$ cat config.mk
export PLATFORM = sky130hd
export DESIGN_NAME = prod_accumulator
export DESIGN_NICKNAME = d
export VERILOG_FILES = /design/src/rtl/prod_accumulator.sv
export SDC_FILE = /design/constraint.sdc
export NUM_CORES = 1
export LEC_CHECK = 0
export ABC_AREA = 0
export CAP_MARGIN = 20
export CORE_MARGIN = 3
export CORE_UTILIZATION = 45
export DETAILED_ROUTE_END_ITERATION = 10
export PLACE_DENSITY = 0.76
export SETUP_SLACK_MARGIN = 0.5
export SKIP_CTS_REPAIR_TIMING = 1
export SLEW_MARGIN = 20
export SYNTH_ARGS = -nofsm -noshare
export SYNTH_HDL_FRONTEND = slang
export SYNTH_SLANG_ARGS = --single-unit
$ cat constraint.sdc
create_clock -name clk -period 8.8 [get_ports clk]
set_input_delay 1.76 -clock clk [delete_from_list [all_inputs] [get_ports clk]]
set_output_delay 1.76 -clock clk [all_outputs]
set_load 0.05 [all_outputs]
$ cat src/rtl/prod_accumulator.sv
// Multiply-accumulate back end: sums groups of unsigned products behind valid/ready ports.
// Define PROD_ACC_SAT_EN to clamp the sum at all-ones on carry-out (default build wraps).
module prod_accumulator #(
   parameter int PROD_W = 64,
   parameter int ACC_W  = 72,
   parameter int CNT_W  = 8
) (
   input  logic              clk,
   input  logic              rst_n,
   input  logic              clear,
   input  logic              in_valid,
   output logic              in_ready,
   input  logic              in_last,
   input  logic [PROD_W-1:0] prod,
   output logic              out_valid,
   input  logic              out_ready,
   output logic [ACC_W-1:0]  acc_out,
   output logic [CNT_W-1:0]  acc_count,
   output logic              overflow
);

`ifdef PROD_ACC_SAT_EN
   localparam bit SAT_EN = 1'b1;
`else
   localparam bit SAT_EN = 1'b0;
`endif

   typedef enum logic [1:0] {
      IDLE  = 2'd0,
      ACCUM = 2'd1,
      HOLD  = 2'd2
   } state_t;

   state_t             state_q;
   state_t             state_d;

   logic               vld_p0;
   logic [ACC_W:0]     sum_p0;

   logic [ACC_W-1:0]   acc_p1;
   logic [CNT_W-1:0]   cnt_p1;
   logic               ovf_p1;
   logic               vld_p1;

   // One extra bit catches the carry-out of the running sum.
   function automatic logic [ACC_W:0] add_wide(input logic [ACC_W-1:0] a,
                                               input logic [PROD_W-1:0] b);
      return {1'b0, a} + (ACC_W+1)'(b);
   endfunction

   function automatic logic [ACC_W-1:0] sat_or_wrap(input logic [ACC_W:0] s);
      return (SAT_EN && s[ACC_W]) ? {ACC_W{1'b1}} : s[ACC_W-1:0];
   endfunction

   function automatic logic [CNT_W-1:0] cnt_sat_inc(input logic [CNT_W-1:0] c);
      return (c == {CNT_W{1'b1}}) ? c : c + 1'b1;
   endfunction

   // Stage p0: beat acceptance and the wide add
   assign vld_p0 = in_valid && in_ready;
   assign sum_p0 = add_wide(acc_p1, prod);

   always_ff @(posedge clk or negedge rst_n) begin
      if (!rst_n) begin
         state_q <= IDLE;
      end else begin
         state_q <= state_d;
      end
   end

   always_comb begin
      state_d  = state_q;
      in_ready = 1'b0;
      case (state_q)
         IDLE: begin
            in_ready = 1'b1;
            if (vld_p0) state_d = in_last ? HOLD : ACCUM;
         end
         ACCUM: begin
            in_ready = 1'b1;
            if (vld_p0 && in_last) state_d = HOLD;
         end
         HOLD: begin
            if (out_ready) state_d = IDLE;
         end
         default: state_d = IDLE;
      endcase
      if (clear) state_d = IDLE;
   end

   // Stage p1: accumulator and result registers
   always_ff @(posedge clk or negedge rst_n) begin
      if (!rst_n) begin
         acc_p1 <= '0;
         cnt_p1 <= '0;
         ovf_p1 <= 1'b0;
         vld_p1 <= 1'b0;
      end else if (clear) begin
         acc_p1 <= '0;
         cnt_p1 <= '0;
         ovf_p1 <= 1'b0;
         vld_p1 <= 1'b0;
      end else begin
         vld_p1 <= (state_d == HOLD);
         if (vld_p0) begin
            if (state_q == IDLE) begin
               acc_p1 <= ACC_W'(prod);
               cnt_p1 <= {{(CNT_W-1){1'b0}}, 1'b1};
               ovf_p1 <= 1'b0;
            end else begin
               acc_p1 <= sat_or_wrap(sum_p0);
               cnt_p1 <= cnt_sat_inc(cnt_p1);
               ovf_p1 <= ovf_p1 | sum_p0[ACC_W];
            end
         end
      end
   end

   assign out_valid = vld_p1;
   assign acc_out   = acc_p1;
   assign acc_count = cnt_p1;
   assign overflow  = ovf_p1;

endmodule
==> impl_metrics.toml <==
[finish]
multiInputGateArea_mm2 = 0.00546
regArea_mm2 = 0.00210
drive_gt1_frac = 0.0590
fillers = 1546
finalInstanceArea_mm2 = 0.00976
layout.nets = 1232
area_delta_synth_final_pct = 23.7
diodes = 0

[detailed_routing]
ant_nets = 0
remaining_drc_errors = 0
wirelength_um = 25100
drtIter0Drc = 692
vias = 8227
drt_first_pass_iters = 5
vias_per_cell = 6.23
wl_per_cell_um = 19.0

[floorplanning]
core_area_mm2 = 0.0169
die_x_um = 138
die_area_mm2 = 0.0192
ios = 153
start_util = 0.467
dieHeight_um = 138
rows = 47

[logic_synthesis]
synth_compound_area_frac = 0.338
synth.top_cell.area_share = 0.266
synth.area.mux_share = 0.00127
synth_flop_cell = "dfrtp_1"
synthArstFlopShare = 1.00
avgSynthCellArea_um2 = 8.01
syn_nets = 1121
synth-simple-area-share = 0.183
netlist_area_mm2 = 0.00789
ys_types = 81
synth-seq-cells = 84
synth_top_family_by_area = "compound AO/OA/AOI/OAI gates"
syn_inst = 985
synth_edf_count = 0
synth_top_cell_by_area = "dfrtp_1"
synth-xor-area-share = 0.0622
synth_area_leaders = "dfrtp_1, ha_1, a21oi_1"
yosys_warnings = 0
synthAdderAreaFrac = 0.106
ys_seq_area_frac = 0.266

[status]
status = "finished, final reports clean"

[cts]
cts_buffers = 9
cts_tree = "yes"
cts.htree.levels = 3
clkLatencyLatePin_ns = 0.35
clock_sinks = 84
cts_root_buffer = "clkbuf_16"
clockBufferDepth = 2
path_clk_slew_ns = 0.07

[setup_path]
worst-path-max-fanout = 5
r2r-start = "acc_out[0]"
path_class = "in2reg"
timing.rr.end = "acc_out[68]"
reg2reg_slack_ns = 5.49
startpoint_type = "input pin"
cp.required_ns = 9.01
crit_chain = "clkdlybuf4s50_1, ha_1, inv_1, fa_1, nor2b_1, o2111ai_1, nand3_1, a221o_1, a41o_1, nand4_1, a21oi_1, o21ai_1, a2111oi_0, a211oi_1"
ff2ff_path_depth = 13
cp-end-kind = "flip-flop"
cpMaxStageDelayCell = "clkdlybuf4s50_1"
slowest_delay_ns = 0.48
arrival_ns = 5.05

[pwr]
finalPower_mw = 1.56
vdd_drop_max_v = 0.000105
p_leak_nw = 4.22
p_per_area_mw_per_mm2 = 160

[timing]
min_period_over_period = 0.550
hold_viol = 0
grt_setup_unrepaired = "false"
setup_viol = 0
worst_slack_ns = 3.96
tns_ns = 0
slew_violations = 0
finalCriticalPeriod_ns = 4.84
fmax_mhz = 207
finalClockSkew_ns = 0.00464
worst_pin_slew_ns = 0.733
slew_headroom = 0.511

[flow_run]
max_cap_violations = 0

[min_path]
min_to = "acc_out[45]"
holdCritPathClass = "reg2reg"
holdPathStages = 2
min_from = "acc_out[45]"

[place]
place_congestion = 0.929
dpl.hpwl_um = 18400
portBuffers = 152
post-place-ws_ns = 3.63
placed_area_mm2 = 0.00947

[global_routing]
grt_pass1_vias = 7753
track_usage = 0.255
grt_max_degree = 57
antenna_found_initial = 0
grt_overflow = 0
grt_pass1_wl_um = 40700
-- power by group --
group | leakage (nW) | switching [mW] | internal [mW] | total [mW]
Sequential | 1.12 | 0.0303 | 0.417 | 0.447
Combinational | 2.95 | 0.456 | 0.267 | 0.723
Clock | 0.139 | 0.168 | 0.219 | 0.387
-- cell families (layout without fill, tap and decap cells) --
group / after synthesis / in the layout
AOI/OAI and AO/OA: 391 / 391
buffers and inverters: 76 / 192
and+or+nand+nor: 311 / 311
adders and majority gates: 66 / 66
xor gates and xnor gates: 56 / 56
DFF: 84 / 84
muxes: 1 / 1
-- metrics by stage --
stage          utilization  hold WS (ns)  std cells
6_report             0.578         0.534       1321
5_1_grt              0.578         0.578       1321
4_1_cts              0.578         0.536       1321
3_5_place_dp         0.561         0.524       1305
3_3_place_gp         0.561         0.516       1305
2_1_floorplan            -         0.478        985
-- metal layers --
layer  wire length, um  vias up  GRT usage
li1                  -     3908          -
met3              1900       39     0.0470
met5                 0        -          0
met1             11500     3933      0.360
met2             11200      347      0.398
met4               522        0     0.0790
-- cell usage after synthesis (21+ instances only) --
cell and n:
nand2_1 115, a21oi_1 88, o21ai_0 85, dfrtp_1 84, nor2_1 83, ha_1 65, a21o_1 44, clkbuf_1 42
a22oi_1 33, xnor2_1 29, nand4_1 28, xor2_1 27, a311oi_1 21
-- layout by cell type, fill, tap and decap left out, types with 6 or more instances in the layout --
master / n
a22oi_1: 33
nor2_1: 81
xnor2_1: 29
and3_1: 11
nand4_1: 28
clkdlybuf4s50_1: 151
o21bai_1: 10
clkbuf_16: 9
inv_1: 17
a31oi_1: 10
nand2_1: 115
o21a_1: 8
ha_1: 65
buf_4: 8
or3_1: 6
o21ai_1: 19
nor2b_1: 6
a21oi_1: 88
o211ai_1: 6
a21o_1: 44
dfrtp_1: 84
nand3_1: 18
a211oi_1: 15
o21ai_0: 85
xor2_1: 27
nor3_1: 13
a311oi_1: 21
-- flip-flops by register name, summed over array words and instances (netlist names) --
register,flops
out_valid,1
state_q,2
overflow,1
acc_out,72
acc_count,8
-- final cells by class --
type | count | share of cell area
Inverter | 17 | 0.00654
Multi-Input combinational cell | 825 | 0.559
Clock buffer | 11 | 0.0239
Timing Repair Buffer | 159 | 0.161
Sequential cell | 84 | 0.215
Tap cell | 220 | 0.0282
Clock inverter | 5 | 0.00539
-- how the worst max path moves through the flow --
stage / start / endpoint / slack, ns
final: prod[0] / acc_out[68] / 3.96
after CTS: prod[0] / acc_out[68] / 4.00
after global routing: prod[0] / acc_out[68] / 3.68
after detailed placement: prod[0] / acc_out[68] / 3.63
after floorplan: prod[0] / acc_out[66] / 4.62
after global placement: prod[0] / acc_out[66] / 3.78
-- worst max-delay path: cells and delay by family --
family                     cells  cell delay (ns)
AOI/OAI and AO/OA              7             1.71
adders and majority gates      2             0.55
buffers and inverters          2             0.53
and+or+nand+nor                3             0.50
Power figures use the tool's default switching activity.
